[config.mk]
export PLATFORM = sky130hd
export DESIGN_NAME = seg7_scan_driver_flat
export DESIGN_NICKNAME = d
export VERILOG_FILES = /design/src/rtl/seg7_scan_driver_if.sv /design/src/rtl/seg7_scan_driver.sv /design/src/flat_wrapper.sv
export SDC_FILE = /design/constraint.sdc
export NUM_CORES = 1
export LEC_CHECK = 0
export ABC_AREA = 1
export BUFFER_PORTS_ARGS = -buffer_cell sky130_fd_sc_hd__buf_2
export CELL_PAD_IN_SITES_DETAIL_PLACEMENT = 1
export CELL_PAD_IN_SITES_GLOBAL_PLACEMENT = 1
export CORE_UTILIZATION = 35
export CTS_CLUSTER_SIZE = 24
export DETAILED_ROUTE_END_ITERATION = 8
export GPL_ROUTABILITY_DRIVEN = 0
export GPL_TIMING_DRIVEN = 1
export PLACE_DENSITY = 0.77
export SLEW_MARGIN = 20
export SYNTH_ARGS = -nofsm -noshare
export SYNTH_HDL_FRONTEND = slang
export SYNTH_SLANG_ARGS = --single-unit
[constraint.sdc]
create_clock -name i_clkin -period 2.1 [get_ports i_clkin]
set_input_delay 0.105 -clock i_clkin [delete_from_list [all_inputs] [get_ports i_clkin]]
set_output_delay 0.105 -clock i_clkin [all_outputs]
set_load 0.01 [all_outputs]
[src/rtl/seg7_scan_driver_if.sv]
// Digit-word inputs and display-drive outputs of the 7-segment scan driver.
// The master modport is the producer of the digits; slave is the driver itself.
interface seg7_scan_driver_if;
  logic        scan_clk;
  logic [15:0] digits;
  logic [3:0]  dp_in;
  logic        blank_lz;
  logic [3:0]  an;
  logic [6:0]  seg;
  logic        dp;
  logic [1:0]  digit_sel;

  modport master (
    output scan_clk, digits, dp_in, blank_lz,
    input  an, seg, dp, digit_sel
  );

  modport slave (
    input  scan_clk, digits, dp_in, blank_lz,
    output an, seg, dp, digit_sel
  );
endinterface

[src/rtl/seg7_scan_driver.sv]
// Four-digit common-anode 7-segment multiplexer. Runs on clkin only; scan_clk is
// edge-detected as data, and the digit word is snapshotted once per frame.
module seg7_scan_driver #(
  parameter bit AN_ACTIVE_LOW  = 1'b1,
  parameter bit SEG_ACTIVE_LOW = 1'b1
) (
  input  logic               i_clkin,
  input  logic               i_rst_n,
  seg7_scan_driver_if.slave  bus
);

  localparam logic [0:0] ST_IDLE = 1'b0;
  localparam logic [0:0] ST_SCAN = 1'b1;

  localparam logic [3:0] AN_OFF  = AN_ACTIVE_LOW  ? 4'hF  : 4'h0;
  localparam logic [6:0] SEG_OFF = SEG_ACTIVE_LOW ? 7'h7F : 7'h00;
  localparam logic       DP_OFF  = SEG_ACTIVE_LOW;

  // Active-low {g..a} pattern; blank wins over the digit value.
  function automatic logic [6:0] dec7(input logic [3:0] v, input logic blank);
    logic [6:0] p;
    case (v)
      4'd0:    p = 7'b1000000;
      4'd1:    p = 7'b1111001;
      4'd2:    p = 7'b0100100;
      4'd3:    p = 7'b0110000;
      4'd4:    p = 7'b0011001;
      4'd5:    p = 7'b0010010;
      4'd6:    p = 7'b0000010;
      4'd7:    p = 7'b1111000;
      4'd8:    p = 7'b0000000;
      4'd9:    p = 7'b0010000;
      default: p = 7'b0111111;
    endcase
    return blank ? 7'b1111111 : p;
  endfunction

  // A digit is a leading zero when it and every digit to its left are zero.
  function automatic logic lz_blank(input logic [15:0] d, input logic [1:0] sel,
                                    input logic blz);
    logic z;
    case (sel)
      2'd1:    z = (d[15:4]  == 12'h000);
      2'd2:    z = (d[15:8]  == 8'h00);
      2'd3:    z = (d[15:12] == 4'h0);
      default: z = 1'b0;
    endcase
    return blz & z;
  endfunction

  logic [0:0]  r_state;
  logic        r_scan_q;
  logic [1:0]  r_sel;
  logic [15:0] r_digits;
  logic [3:0]  r_dp_in;
  logic        r_blank_lz;
  logic [3:0]  r_an;
  logic [6:0]  r_seg;
  logic        r_dp;

  logic        w_tick;
  logic        w_load;
  logic [1:0]  w_sel_nxt;
  logic [15:0] w_digits_nxt;
  logic [3:0]  w_dp_in_nxt;
  logic        w_blank_lz_nxt;
  logic [3:0]  w_digit;
  logic [6:0]  w_seg_lo;
  logic [3:0]  w_an_lo;
  logic        w_dp_lit;

  assign w_tick = bus.scan_clk & ~r_scan_q;
  assign w_load = w_tick & ((r_state == ST_IDLE) | (r_sel == 2'd3));

  // Outputs are computed from the post-tick selection and snapshot so they
  // update on the same edge that registers the tick.
  always_comb begin
    w_sel_nxt      = w_load ? 2'd0 : r_sel + 2'd1;
    w_digits_nxt   = w_load ? bus.digits   : r_digits;
    w_dp_in_nxt    = w_load ? bus.dp_in    : r_dp_in;
    w_blank_lz_nxt = w_load ? bus.blank_lz : r_blank_lz;
    w_digit        = 4'(w_digits_nxt >> {w_sel_nxt, 2'b00});
    w_seg_lo       = dec7(w_digit, lz_blank(w_digits_nxt, w_sel_nxt, w_blank_lz_nxt));
    w_an_lo        = ~(4'b0001 << w_sel_nxt);
    w_dp_lit       = w_dp_in_nxt[w_sel_nxt];
  end

  always_ff @(posedge i_clkin) begin
    if (!i_rst_n) begin
      r_state    <= ST_IDLE;
      r_scan_q   <= 1'b1;
      r_sel      <= 2'd0;
      r_digits   <= 16'h0000;
      r_dp_in    <= 4'h0;
      r_blank_lz <= 1'b0;
      r_an       <= AN_OFF;
      r_seg      <= SEG_OFF;
      r_dp       <= DP_OFF;
    end else begin
      r_scan_q <= bus.scan_clk;
      if (w_tick) begin
        r_state <= ST_SCAN;
        r_sel   <= w_sel_nxt;
        if (w_load) begin
          r_digits   <= bus.digits;
          r_dp_in    <= bus.dp_in;
          r_blank_lz <= bus.blank_lz;
        end
        r_an  <= AN_ACTIVE_LOW  ? w_an_lo  : ~w_an_lo;
        r_seg <= SEG_ACTIVE_LOW ? w_seg_lo : ~w_seg_lo;
        r_dp  <= SEG_ACTIVE_LOW ? ~w_dp_lit : w_dp_lit;
      end
    end
  end

  assign bus.an        = r_an;
  assign bus.seg       = r_seg;
  assign bus.dp        = r_dp;
  assign bus.digit_sel = r_sel;

endmodule

[src/flat_wrapper.sv]
// flat-port wrapper written by rule: the top's interface ports become plain ports
module seg7_scan_driver_flat 
#(
  parameter bit AN_ACTIVE_LOW  = 1'b1,
  parameter bit SEG_ACTIVE_LOW = 1'b1
)
  (i_clkin, i_rst_n, bus_scan_clk, bus_digits, bus_dp_in, bus_blank_lz, bus_an, bus_seg, bus_dp, bus_digit_sel);
  seg7_scan_driver_if bus_i ();
  input  logic i_clkin;
  input  logic i_rst_n;
  input wire logic [$bits(bus_i.scan_clk)-1:0] bus_scan_clk;
  input wire logic [$bits(bus_i.digits)-1:0] bus_digits;
  input wire logic [$bits(bus_i.dp_in)-1:0] bus_dp_in;
  input wire logic [$bits(bus_i.blank_lz)-1:0] bus_blank_lz;
  output wire logic [$bits(bus_i.an)-1:0] bus_an;
  output wire logic [$bits(bus_i.seg)-1:0] bus_seg;
  output wire logic [$bits(bus_i.dp)-1:0] bus_dp;
  output wire logic [$bits(bus_i.digit_sel)-1:0] bus_digit_sel;
  assign bus_i.scan_clk = bus_scan_clk;
  assign bus_i.digits = bus_digits;
  assign bus_i.dp_in = bus_dp_in;
  assign bus_i.blank_lz = bus_blank_lz;
  assign bus_an = bus_i.an;
  assign bus_seg = bus_i.seg;
  assign bus_dp = bus_i.dp;
  assign bus_digit_sel = bus_i.digit_sel;
  seg7_scan_driver #(.AN_ACTIVE_LOW(AN_ACTIVE_LOW), .SEG_ACTIVE_LOW(SEG_ACTIVE_LOW)) u_core (.i_clkin(i_clkin), .i_rst_n(i_rst_n), .bus(bus_i));
endmodule
======== After elaboration in Yosys (flattened, before gate mapping) ========
Memory sizes are Yosys's and may differ from the RTL's.
Cells that the tools add are included.
storage, ports and cells
  register bits after elaboration ......... 37
  latch bits .............................. 0
  RAM bits ................................ 0
  ROM bits ................................ 112
  bits of input ports ..................... 24
  memories kept ........................... 1
operators by class
  add/sub/neg operators ................... 1
  multiply operators ...................... 0
  divide/modulo/power cells ............... 0
  magnitude comparators ................... 1
  eq/ne operators ......................... 4
  shift-type cells ........................ 2
  mux-type cells .......................... 8
  bitwise gates (word level) .............. 8
  reduce and logical (&&, ||, !) cells .... 3
memories
  name              words  bits a word  rd ports  clocked after Yosys merged registers in  write ports  RTL line                text
  (name not given)  16     7            1         0                                        0            seg7_scan_driver.sv:22  case (v)
operators by type and width
  cell                                                        number
  two-way mux 16 bit                                          1
  right shift 16 x 4 -> 4 bit                                 1
  logical NOT 12 bit                                          1
  logical NOT 8 bit                                           1
  two-way mux 7 bit                                           1
  equality test 2 bit, second input constant                  3
  logical NOT 4 bit                                           1
  two-way mux 4 bit                                           1
  inverter 4 bit                                              1
  left shift 1 x 2 -> 4 bit, first input constant             1
  bitwise AND 1 bit                                           3
  less-than comparator 2 x 3 -> 1 bit, second input constant  1
  inverter 1 bit                                              3
  case mux 1 bit (3 select lines)                             1
  adder 2 x 1 -> 2 bit, second input constant                 1
  binary-select mux 1 bit (select 2 bit)                      1
  equality test 2 x 1 -> 1 bit, second input constant         1
  two-way mux 1 bit                                           2
  two-way mux 2 bit                                           1
  bitwise OR 1 bit                                            1

======== Logic depth before layout (Yosys ltp) ========
Gate-level depths: netlist of run 1.
  depth in word-level cells ............... 8
  gate-level depth with buffers ........... 18
  depth with buffers taken out ............ 17

======== Worst setup path before layout of run 1 ========
OpenSTA, ideal clock, no wires.
  path type ............................... register to register
  from .................................... register u_core.r_sel[0] (netlist: u_core.bus.digit_sel[0])
  to ...................................... register u_core.r_seg[0] (netlist: u_core.bus.seg[0])
  library setup time ...................... 0.115 ns
  arrival time ............................ 2.084 ns
  required time ........................... 1.985 ns
  path slack .............................. -0.099 ns
  stages on the path, launching flop included .. 19
  period minus slack after synthesis ...... 2.199 ns
  cell sequence ........................... dfxtp_1 -> ha_1 -> inv_1 -> nand2_2 -> nand2_4 -> buf_8 -> nand2_1 -> nand2_1 -> nand2_1 -> nand2_1 -> nor2_1 -> inv_1 -> ha_1 -> inv_1 -> nand3_1 -> nand3_1 -> nand3_1 -> nand2_1 -> nand2_1
on the way
  word-level cells in the longest chain between the ends .. 8
RTL lines
  item                                                              RTL line                 text
  from (decl)                                                       seg7_scan_driver.sv:53   logic [1:0] r_sel;
  from (signal assigned)                                            seg7_scan_driver.sv:103  r_sel <= w_sel_nxt;
  branches (longest 7 deep; another with memory read (16 x 7 bit))  -
  two-way mux 7 bit (*)                                             seg7_scan_driver.sv:35   return blank ? 7'b1111111 : p;
  to (signal assigned)                                              seg7_scan_driver.sv:110  r_seg <= SEG_ACTIVE_LOW ? w_seg_lo : ~w_seg_lo;
  to (decl)                                                         seg7_scan_driver.sv:58   logic [6:0] r_seg;
Mark *: on every way between the ends.
A chain may end at the register's enable or synchronous reset.

======== Worst setup path after layout of run 1 ========
Same ends and word-level chain as after synthesis.

==> summary by stage, run 1 <==
Logic synthesis
The average instance area after synthesis is between 7 and 8 um^2. By count the netlist is led by 86 x nand2_1, 37 x dfxtp_1, 31 x nand3_1. The most used flip-flop cell after synthesis is dfxtp_1.

Yosys attributes the largest share of cell area to dfxtp_1 37%, nand2_1 16%, nand3_1 7.8%, a21oi_1 6.0%, inv_1 3.9%. The synthesized flop and latch total is 37. Summing the sequential cell areas from Yosys gives 37.0% of the chip area.

When the netlist entered floorplanning its net count stood at between 300 and 400. The post-synthesis cell count is 285. In the synthesized netlist the async set-or-reset flop fraction comes to 0%. The biggest area consumer among synthesized cells is dfxtp_1. The share of the synthesized area in the top cell type is 37.0%. The netlist uses 26 different library cells. The cell area after technology mapping is 2000 um^2.

The most instantiated library cell after synthesis is nand2_1. The number of warnings issued by yosys is 0. The number of enable flip-flop cells after synthesis is 0.

Timing
The post-route clock skew is 10.2 ps. For the pin with the worst max-slew slack, the measured transition is just over 600 ps. The number of setup violations in the final report is 1. The final-report max-slew violation count is 0. Setup repair after global routing could not meet its margin everywhere.

The worst pin sits at a relative slew slack of about 60%. The final-report hold violation count was 0. The achievable frequency is 463 MHz.

The final worst slack is -59.1 ps. After layout, the worst path uses 103% of the clock period. For the finished layout, the period the worst path requires is approximately 2200 ps. Adding up every negative setup slack in the final design gives -59.1 ps.

Floorplanning
The height of the die is 77.6 um. The initial utilization of the core area, before any placement, comes to a little over a third. The area of the placeable core is ~5500 um^2. The floorplan step set the die width to 77.6 um. The floorplan has 27 rows.

The floorplan step defined a die boundary enclosing 6030 um^2. For this design the top-level I/O count stands at 38.

Finish
The number of antenna cells inserted is 0. The non-filler instance count after layout is 427. The post-route standard cell area excluding fillers is around 2900 um^2. Compared with the post-synthesis result, the final layout area differs by 45.6%. The final layout contains roughly 380 nets.

The share of layout cells above drive strength 1 is between 40% and 50%.

GRT
The first global-routing pass estimated approximately 9400 um of wire. The number of antenna violations at the first check in global routing came to 0. The largest net degree at the start of global routing is 32. Global routing consumed, over all layers together, around a fifth of the routing resources. The via count of the first global-routing pass is approximately 2000. The total overflow left after global routing is 0.

Critical path
The category of the most critical setup path is flip-flop to flip-flop. The sum of buffers and inverters on the critical path is 4. The cell class contributing the biggest share of worst-path delay is simple AND/OR/NAND/NOR gates.

STA classifies the critical path startpoint as a flip-flop. STA classifies the critical path endpoint as a flip-flop. The data required time at the worst endpoint is 2280 ps.

The library cell appearing most often on the critical path is nand2_2. The delay of the slowest cell on the worst path is ~340 ps. The slowest stage of the critical path is the dfxtp_2 cell.

STA puts the critical path data arrival time at ~2300 ps. The signal on the critical path passes through ha_4 -> inv_4 -> nand2_8 -> buf_12 -> nand3_4 -> nand2_2 -> nand2_2 -> nand2_2 -> nor2_4 -> inv_2 -> ha_1 -> inv_1 -> nand3_2 -> nand3_1 -> nand3_1 -> nand2_1 -> nand2_1. Of all nets on the critical path, the largest fanout is 7.

Power and ir drop
The relative contribution of sequential cells to total power is a little over two fifths. The areal power density over the cells is between 500 and 600 nW/um^2. The internal power summed over all cells is approximately 1.2 mW.

For this design the static power due to leakage is around 1.4 nW. The worst-case vdd ir drop is about 350 uV. The clock network fraction of design power is about 28%. The switching share of total power is between 30% and 40%. The total net switching power is between 0.5 and 0.6 mW. The share of power burned in combinational logic is 28.2%.

Clock network
TritonCTS built the clock tree. Buffers inserted during clock tree synthesis total 5. Counting every sink on the clock net gives 37. The CTS clock-pin slew for the worst setup and hold paths is around 80 ps. The clock latency at the later pin of the worst-skew pair is just under 300 ps. The post-cts hold buffer count is 0. The H-tree generated during clock tree synthesis spans 2 levels.

The clock root buffer is clkbuf_8. The maximum count of clock buffers along a single path is 2.

Route
The detailed router finished its first iteration with 84 violations. In the routed design, unresolved DRC markers number 0. The final route contains 2100 vias. The top layer reached by signal wires is met4. After detailed routing, the met3 layer carries around 190 um of wire. The first-pass iteration count of the detailed router is 4. The number of nets with antenna violations after routing is 0. Dividing the detail-routed via count by the number of cells gives ~4.9. The routed design has between 6000 and 7000 um of wire. The routed length on met2 is roughly 3600 um. The routed metal-1 wirelength is 2860 um. Dividing the detail-routed wire length by the instance count gives around 16 um.

Run status
The run finished, with violations left. The final reports fail on setup timing.

Place
During placement, the flow inserted port buffers numbering 37. Prior to clock tree synthesis, the placed netlist has a worst setup slack of -29.3 ps. The instance count after placement with tap cells included is roughly 410. In this run the cell area measured after placement is approximately 2400 um^2. The detailed-placement wirelength estimate is between 4000 and 5000 um.

Min path
The path class of the lowest-slack min-delay path is input port to flip-flop.

Job
The tool flagged a number of max-cap violations equal to 0.
cells by family (layout without fill, tap and decap cells):
kind of cell,count (synthesis),count (layout),synth area share (%)
muxes,4,4,2.00
adders and majority gates,6,6,3.75
AOI/OAI and AO/OA,37,37,10.7
buffers and inverters,39,107,8.87
DFF,37,37,37.0
and+or+nand+nor,162,164,37.7
flip-flops by register name, summed over array words and instances (netlist names):
name,cells
u_core.r_digits,16
u_core.bus.an,4
u_core.r_state,1
u_core.bus.dp,1
u_core.r_blank_lz,1
u_core.r_dp_in,4
u_core.r_scan_q,1
u_core.bus.digit_sel,2
u_core.bus.seg,7
final timing paths:
path | startpoint | end | slack [ps] | cells past startpoint
worst max register to register | u_core.bus.digit_sel[0] | u_core.bus.seg[0] | -60 | 17
worst min-delay path | bus_scan_clk | u_core.r_scan_q | 5 | 3
worst max-delay path | u_core.bus.digit_sel[0] | u_core.bus.seg[0] | -60 | 17
worst min register to register | u_core.bus.seg[4] | u_core.bus.seg[4] | 470 | 2
worst register-to-register path: cells and delay by family, from the launching register on:
kind                       cells  cell delay (ps)
and+or+nand+nor               11              930
buffers and inverters          4              420
DFF                            1              340
adders and majority gates      2              340
power groups by stage:
stage	Sequential, mW	Clock [mW]	Combinational (mW)
detailed placement	0.764	0	0.374
global placement	0.762	0	0.364
floorplan	0.770	0	0.227
global route	0.753	0.530	0.529
finish	0.750	0.489	0.485
CTS	0.748	0.493	0.384
through the flow:
step	hold WS, ps	total power, mW	utilization, %
after floorplan	174	0.997	-
after detailed placement	311	1.14	43.8
after global placement	303	1.13	43.8
after global routing	1.55	1.81	52.9
final	5.29	1.72	52.9
after CTS	9.38	1.62	46.0
layout make-up:
cell class | count | area, um^2
flip-flops and latches | 37 | 743
clock buffers | 6 | 72.6
clock inverters | 2 | 10.0
fillers | 710 | 2590
inverters | 28 | 108
multi-input cells | 211 | 1380
repair buffers | 71 | 512
well taps | 72 | 90.1
placed cells by master (no fill, tap or decap), types with 5 or more instances in the layout:
cell	Yosys	final
inv_1	21	16
buf_2	4	37
nand3_2	4	8
nand2_1	86	69
buf_4	0	28
nor2_1	21	20
o21ai_0	5	5
nand2_2	8	21
nor2_4	5	6
inv_2	7	11
nand3_4	0	8
a21oi_1	24	24
nand3_1	31	19
dfxtp_1	37	35
clkbuf_8	0	5
routing by layer:
metal | track usage, % | vias to the layer above
met2 | 34.8 | 37
met1 | 24.6 | 1007
met5 | 0 | -
met3 | 4.12 | 8
met4 | 4.53 | 0
li1 | - | 1048
timing repair:
action | 4_1_cts | 5_1_grt
pin swaps | 1 | 20
setup buffers | 0 | 9
endpoints found under the setup margin | 6 | 7
gates cloned | 0 | 3
gates resized for setup | 9 | 56
(Power assumes the default switching activity.)
==> run 2: changes to the inputs <==
--- a/config.mk
+++ b/config.mk
@@ -6,7 +6,7 @@
 export NUM_CORES = 1
 export LEC_CHECK = 0
 export ABC_AREA = 1
-export BUFFER_PORTS_ARGS = -buffer_cell sky130_fd_sc_hd__buf_2
+export BUFFER_PORTS_ARGS = -buffer_cell sky130_fd_sc_hd__buf_4
 export CELL_PAD_IN_SITES_DETAIL_PLACEMENT = 1
 export CELL_PAD_IN_SITES_GLOBAL_PLACEMENT = 1
 export CORE_UTILIZATION = 35
@@ -14,7 +14,7 @@
 export DETAILED_ROUTE_END_ITERATION = 8
 export GPL_ROUTABILITY_DRIVEN = 0
 export GPL_TIMING_DRIVEN = 1
-export PLACE_DENSITY = 0.77
+export PLACE_DENSITY_LB_ADDON = 0.1
 export SLEW_MARGIN = 20
 export SYNTH_ARGS = -nofsm -noshare
 export SYNTH_HDL_FRONTEND = slang
==> run 2 against run 1 <==
The flow still finishes with violations (setup timing). Register-to-register slack better by 50 ps. Sequential share of layout area about the same. Core utilization about the same. Worst setup slack better by 49 ps. Flip-flop and latch count unchanged.
==> summary by stage, run 2 (synthesis results as in run 1) <==
Critical path
Traced cell by cell, the critical path runs through ha_4 -> inv_4 -> nand2_8 -> buf_8 -> nand3_2 -> nand2_1 -> nand2_1 -> nand2_2 -> nor2_4 -> inv_2 -> ha_2 -> inv_1 -> nand3_2 -> nand3_2 -> nand3_2 -> nand2_1 -> nand2_1. The sum of buffers and inverters on the critical path is 4 (unchanged). The type of destination of the critical path is a flip-flop. The slowest cell on the critical path is dfxtp_2. The cell class contributing the biggest share of worst-path delay is simple AND/OR/NAND/NOR gates. The type of element launching the critical path is a flip-flop.

The data required time at the worst endpoint is 2290 ps (about the same). The worst endpoint data arrival time is 2300 ps (-40 ps). The critical path is of the flip-flop to flip-flop type. The delay of the slowest cell on the worst path came to 350 ps (about the same).

The setup slack of the worst register-to-register path is -10 ps (+50 ps). The highest fanout seen on the critical path is 6 (-1).

Clock network
The maximum count of clock buffers along a single path is 2 (unchanged). The clock root buffer is clkbuf_8. The number of sinks driven by the clock tree came to 37 (unchanged). The CTS clock-pin slew for the worst setup and hold paths is 80 ps (about the same).

The number of H-tree branching levels is 2 (unchanged). The total clock buffers created by CTS is 5 (unchanged). TritonCTS built the clock tree. The post-cts hold buffer count is 0 (unchanged). The clock latency at the later pin of the worst-skew pair is 300 ps (about the same).

Finish
The library cell used most frequently in the layout, excluding fill and tap cells, is nand2_1. Leaving out fill and tap cells, the most frequent cells in the layout are 68 x nand2_1, 62 x buf_4, 35 x dfxtp_1. The share of layout cells above drive strength 1 is 43.4% (+0.048 points). The layout overhead on the synthesized area is 45.5% (about the same). The count of nets after finishing is 379 (-1.3%). u_core.r_digits holds more flip-flops than any other register. The post-route standard cell area excluding fillers came to 2910 um^2 (about the same).

The number of flip-flops under the largest register name is 16 (unchanged). The count of filler cells inserted in the layout came to 682 (-3.9%). The number of antenna cells inserted is 0 (unchanged).

Place
The number of buffers inserted by port buffering is 37 (unchanged). The detailed-placement wirelength estimate is 4070 um (-1.4%). The total cell area at the placement stage came to 2460 um^2 (+1.9%).

Power and ir drop
The switching share of total power was 30.2% (-2.1 points). The internal power summed over all cells was 1.29 mW (+11%). The total net switching power is 0.558 mW (+0.19%). The worst-case vdd ir drop is 340 uV (-3.8%).

The relative contribution of sequential cells to total power is 40.5% (-3.0 points). The share of power burned in combinational logic was 25.2% (-3.0 points). The leakage power figure is 1.41 nW (+0.84%). The areal power density over the cells is 635 nW/um^2 (+7.4%).

The clock network fraction of design power is 34.2% (+5.8 points).

GRT
The overall routing resource usage was 19.7% (-0.12 points). The first-pass GRT wire length is 9290 um (-0.81%). The total congestion overflow after global routing is 0 (unchanged).

The via count of the first global-routing pass is 1948 (-3.0%). The largest net degree at the start of global routing is 34 (+6.3%). The number of antenna violations at the first check in global routing is 0 (unchanged).

Min path
The tightest min-delay check is of the input port to flip-flop type.

Floorplanning
The die extent in x came to 77.6 um (unchanged). The height of the die was 77.6 um (unchanged). The starting utilization of the core area came to 36.4% (unchanged).

The die footprint is 6030 um^2 (unchanged). The number of primary I/O pins is 38 (unchanged). The area of the placeable core is 5510 um^2 (unchanged). The row count came to 27 (unchanged).

Timing
The time the final worst path needs with I/O delays and setup is 2110 ps (-49.1 ps). The post-route clock skew is 11.0 ps (+0.876 ps). The final-report hold violation count is 0 (unchanged). The accumulated negative setup slack is -10.1 ps (+49.1 ps).

The number of setup violations in the final report is 1 (unchanged). The final worst slack is -10.1 ps (+49.1 ps). Setup repair after global routing could not meet its margin everywhere. The final clock period utilization by the worst path is 100% (-2.3 points). The final-report max-slew violation count is 0 (unchanged). The achievable frequency is 474 MHz (+2.3%). The pin slew with the least headroom to its limit was 446 ps (-160 ps). The remaining max-slew budget at the tightest pin was 70.2% (+11 points).

Run status
The run finished, with violations left. The final reports fail on setup timing.

Route
The number of nets with antenna violations after routing was 0 (unchanged). The final routed DRC violation total is 0 (unchanged). The post-detailed-route wirelength per cell came to 14.9 um (-5.4%). The aggregate routed wire length is 6280 um (-6.5%). The via total after detailed routing was 2065 (-1.7%).

The number of DRC markers in iteration 0 is 62 (-26%). The detailed-route vias per instance came to 4.89 (-0.50%). The first-pass iteration count of the detailed router is 4 (unchanged).

Job
The count of maximum capacitance violations came to 0 (unchanged).
## run 2: tightest hold or removal path, cell delays in order
cell and delay [ps]:
buf_4 80, inv_2 40, nand2_1 50
## run 2: routing by layer
metal	vias to the layer above	wire length (um)	GRT usage [%]
met1	960	2780	24.0
met2	55	3130	34.8
li1	1034	-	-
met4	0	127	6.42
met3	16	246	3.41
met5	-	0	0
## run 2: per-stage QoR
| stage | total power [mW] | std cells | util (%) | setup WS [ps] | hold WS [ps] |
|---|---|---|---|---|---|
| 6_report | 1.85 | 422 | 52.9 | -10.1 | 2.51 |
| 5_1_grt | 1.94 | 422 | 52.9 | -156 | 13.2 |
| 4_1_cts | 1.79 | 412 | 47.1 | 4.36 | 0.147 |
| 3_5_place_dp | 1.14 | 404 | 44.6 | -23.6 | 304 |
| 3_3_place_gp | 1.14 | 404 | 44.6 | 22.6 | 300 |
| 2_1_floorplan | 0.997 | 285 | - | 44.6 | 174 |
## run 2: timing repair
item	4_1_cts	5_1_grt
gates cloned	0	3
endpoints found under the setup margin	6	7
pin swaps	2	12
resized for setup	6	54
setup buffers	0	7
## run 2: worst paths after layout
kind                                 from                end  cells after the start
setup / recovery  u_core.bus.digit_sel[0]  u_core.bus.seg[0]                     17
hold / removal               bus_scan_clk    u_core.r_scan_q                      3
setup reg to reg  u_core.bus.digit_sel[0]  u_core.bus.seg[0]                     17
hold reg to reg         u_core.r_blank_lz  u_core.r_blank_lz                      2
## run 2: power by group through the flow
stage,sequential [mW],combinational [mW],clock (mW)
after floorplan,0.770,0.227,0
after global placement,0.763,0.376,0
after detailed placement,0.764,0.381,0
after CTS,0.748,0.389,0.652
after global routing,0.753,0.514,0.675
final,0.749,0.466,0.633
## run 2: area by class of cell
class                      count  area, um^2  area share (%)
clock buffer                   6        72.6            2.49
clock inverter                 2        38.8            1.33
inverter                      28         110            3.78
multi-input combinational    211        1330            45.7
sequential                    37         743            25.5
tap                           72        90.1            3.09
timing repair buffer          66         528            18.1
==> run 3: changes to the inputs <==
--- a/config.mk
+++ b/config.mk
@@ -7,7 +7,7 @@
 export LEC_CHECK = 0
 export ABC_AREA = 1
 export BUFFER_PORTS_ARGS = -buffer_cell sky130_fd_sc_hd__buf_4
-export CELL_PAD_IN_SITES_DETAIL_PLACEMENT = 1
+export CELL_PAD_IN_SITES_DETAIL_PLACEMENT = 0
 export CELL_PAD_IN_SITES_GLOBAL_PLACEMENT = 1
 export CORE_UTILIZATION = 35
 export CTS_CLUSTER_SIZE = 24
==> run 3 against run 2 <==
The run now ends clean. Via count shrank 4.7%. Combinational power shrank 5.2%. Fmax grew 3.5%. Die area is the same. Register-to-register slack gained 70 ps. Critical endpoint is now u_core.bus.seg[3]. Worst setup slack gained 71 ps. Sequential share of layout area grew 0.38 points. Clock skew shrank 4.5 ps. Flip-flop and latch count is the same. Critical path depth is the same. Power grew 0.25%.
==> summary by stage, run 3 (synthesis results as in run 1) <==
Run status
The flow ran to the end, and the final reports show no timing, DRC or antenna violations.

Floorplanning
The number of primary I/O pins is 38 (unchanged). The die extent in x was 77.6 um (unchanged). The row count is 27 (unchanged). The area of the placeable core is 5510 um^2 (unchanged). The height of the die came to 77.6 um (unchanged). The starting utilization of the core area is 36.4% (unchanged).

The die footprint was 6030 um^2 (unchanged).

Timing
The accumulated negative setup slack is 0 ps (+10.1 ps). The final-layout worst hold slack is 11.8 ps (+9.27 ps). Setup repair after global routing could not meet its margin everywhere. The final-report hold violation count is 0 (unchanged). The number of setup violations in the final report is 0 (-1). The pin slew with the least headroom to its limit is 459 ps (+12.8 ps). The remaining max-slew budget at the tightest pin is 69.4% (-0.86 points). The post-route clock skew is 6.50 ps (-4.53 ps).

The final clock period utilization by the worst path is 97.1% (-3.4 points). The time the final worst path needs with I/O delays and setup came to 2040 ps (-70.5 ps). The final-report max-slew violation count is 0 (unchanged). The achievable frequency is 490 MHz (+3.5%).

GRT
The first-pass GRT wire length is 8320 um (-10%). The met1 global-route usage was 23.0% (-0.99 points). The busiest metal layer after global routing is met2. The largest net degree at the start of global routing is 34 (unchanged).

The number of antenna violations at the first check in global routing was 0 (unchanged). The overall routing resource usage is 17.7% (-2.0 points). The via count of the first global-routing pass is 1758 (-9.8%). The global-route met3 utilization is 3.88% (+0.47 points). The global routing met2 resource utilization is 29.4% (-5.4 points). The total congestion overflow after global routing was 0 (unchanged).

Finish
The share of layout cells above drive strength 1 came to 40.5% (-2.9 points). Leaving out fill and tap cells, the most frequent cells in the layout are 71 x nand2_1, 58 x buf_4, 35 x dfxtp_1. The count of nets after finishing is 377 (-0.53%). The post-route standard cell area excluding fillers is 2870 um^2 (-1.5%). The number of antenna cells inserted is 0 (unchanged).

Counting flops per register, the top entry is u_core.r_digits. The non-filler instance count after layout is 420 (-0.47%). The library cell used most frequently in the layout, excluding fill and tap cells, is nand2_1.

The number of flip-flops under the largest register name is 16 (unchanged). From synthesis to final layout, the design area changed by 43.4%.

Critical path
The endpoint of the lowest-slack register-to-register path is u_core.bus.seg[3]. The worst endpoint data arrival time was 2220 ps (-80 ps). The category of the most critical setup path is flip-flop to flip-flop. The length in cells of the worst reg-to-reg path is 17 (unchanged). The type of destination of the critical path is a flip-flop. The startpoint identified for the worst register-to-register timing path is u_core.bus.digit_sel[1]. The highest fanout seen on the critical path is 5 (-1). The type of element launching the critical path is a flip-flop. The setup slack of the worst register-to-register path came to 60 ps (+70 ps). The data required time at the worst endpoint is 2290 ps (about the same).

Place
The instance count after placement with tap cells included is 404 (unchanged). The total cell area at the placement stage came to 2460 um^2 (unchanged). The detailed-placement wirelength estimate came to 3790 um (-6.8%). The number of buffers inserted by port buffering is 37 (unchanged).

Clock network
The clock latency at the later pin of the worst-skew pair came to 290 ps (about the same). The total clock buffers created by CTS was 5 (unchanged). The number of H-tree branching levels is 2 (unchanged).

The CTS clock-pin slew for the worst setup and hold paths is 80 ps (about the same). The maximum count of clock buffers along a single path came to 2 (unchanged). TritonCTS built the clock tree.

The number of sinks driven by the clock tree is 37 (unchanged). The root buffer cell chosen for the clock tree is clkbuf_8.

Route
The number of DRC markers in iteration 0 was 56 (-9.7%). The via total after detailed routing is 1967 (-4.7%). The final routed DRC violation total came to 0 (unchanged).

The first-pass iteration count of the detailed router came to 4 (unchanged). The detailed-route vias per instance is 4.68 (-4.3%). The post-detailed-route wirelength per cell is 13.0 um (-13%). The number of nets with antenna violations after routing came to 0 (unchanged). The aggregate routed wire length is 5440 um (-13%).

Min path
The path class of the lowest-slack min-delay path is input port to flip-flop. The startpoint identified for the worst hold timing path is i_rst_n. The depth of the worst hold-timing path is 2 (-1). The worst hold path terminates at u_core.r_scan_q.

Power and ir drop
The areal power density over the cells is 646 nW/um^2 (+1.7%). The final total power is 1.85 mW (+0.25%). The leakage power figure was 1.39 nW (-0.93%). The worst-case vdd ir drop is 227 uV (-33%).

Job
The count of maximum capacitance violations is 0 (unchanged).
run 3: changes by cell type in the layout (fill, tap and decap cells not counted), moves of 2 or more:
cell	delta
nand3_2	-2
nand2_2	-3
nand3_4	-2
buf_4	-4
buf_12	+2
nand2_1	+3
nand3_1	+4
run 3: worst max path at each step:
stage          slack, ps                 to               startpoint
6_report              60  u_core.bus.seg[3]  u_core.bus.digit_sel[1]
5_1_grt             -100  u_core.bus.seg[0]  u_core.bus.digit_sel[1]
3_3_place_gp          20  u_core.bus.seg[1]  u_core.bus.digit_sel[0]
4_1_cts                1  u_core.bus.seg[3]  u_core.bus.digit_sel[0]
3_5_place_dp           4  u_core.bus.seg[5]  u_core.bus.digit_sel[1]
2_1_floorplan         40  u_core.bus.seg[0]  u_core.bus.digit_sel[1]
run 3: power breakdown:
group          leakage (nW)  internal (mW)  total [mW]  switching (mW)
logic                  1.03          0.199       0.442           0.243
clock network        0.0585          0.388       0.663           0.275
registers             0.303          0.734       0.748          0.0147
total                  1.39           1.32        1.85           0.533
run 3: metal layers:
layer / vias up / wire length, um
met5: - / 0
met4: 0 / 84
met3: 7 / 222
met2: 41 / 2580
met1: 884 / 2550
li1: 1035 / -
run 3: final cells by class:
| type | instances | area (um^2) |
|---|---|---|
| Multi-Input combinational cell | 211 | 1280 |
| Tap cell | 72 | 90.1 |
| Fill cell | 569 | 2640 |
| Clock inverter | 1 | 30.0 |
| Inverter | 28 | 108 |
| Sequential cell | 37 | 743 |
| Timing Repair Buffer | 64 | 537 |
| Clock buffer | 7 | 86.3 |
run 3: critical path, cell delays in order, from the launching register on:
cell	delay, ps
dfxtp_2	340
ha_4	160
inv_4	70
nand2_8	90
clkbuf_16	180
nand3_1	90
nand2_2	80
nand2_2	70
nand2_2	50
nor2_4	150
inv_2	60
ha_1	170
inv_1	60
nand3_2	100
nand3_2	90
nand3_1	60
nand2_1	60
nand2_1	50
run 3: repair_timing:
action	in CTS	in global routing
hold buffers	1	0
cloned	0	3
gates resized for setup	2	48
pin swaps	0	17
endpoints found under the setup margin	5	7
endpoints found under the hold margin	1	0
buffers inserted	0	5
run 3: metrics by stage:
stage | worst slack [ps] | util (%)
6_report | 60.5 | 52.1
5_1_grt | -95.1 | 52.1
4_1_cts | 1.23 | 47.2
3_5_place_dp | 3.74 | 44.6
3_3_place_gp | 22.6 | 44.6
2_1_floorplan | 44.6 | -
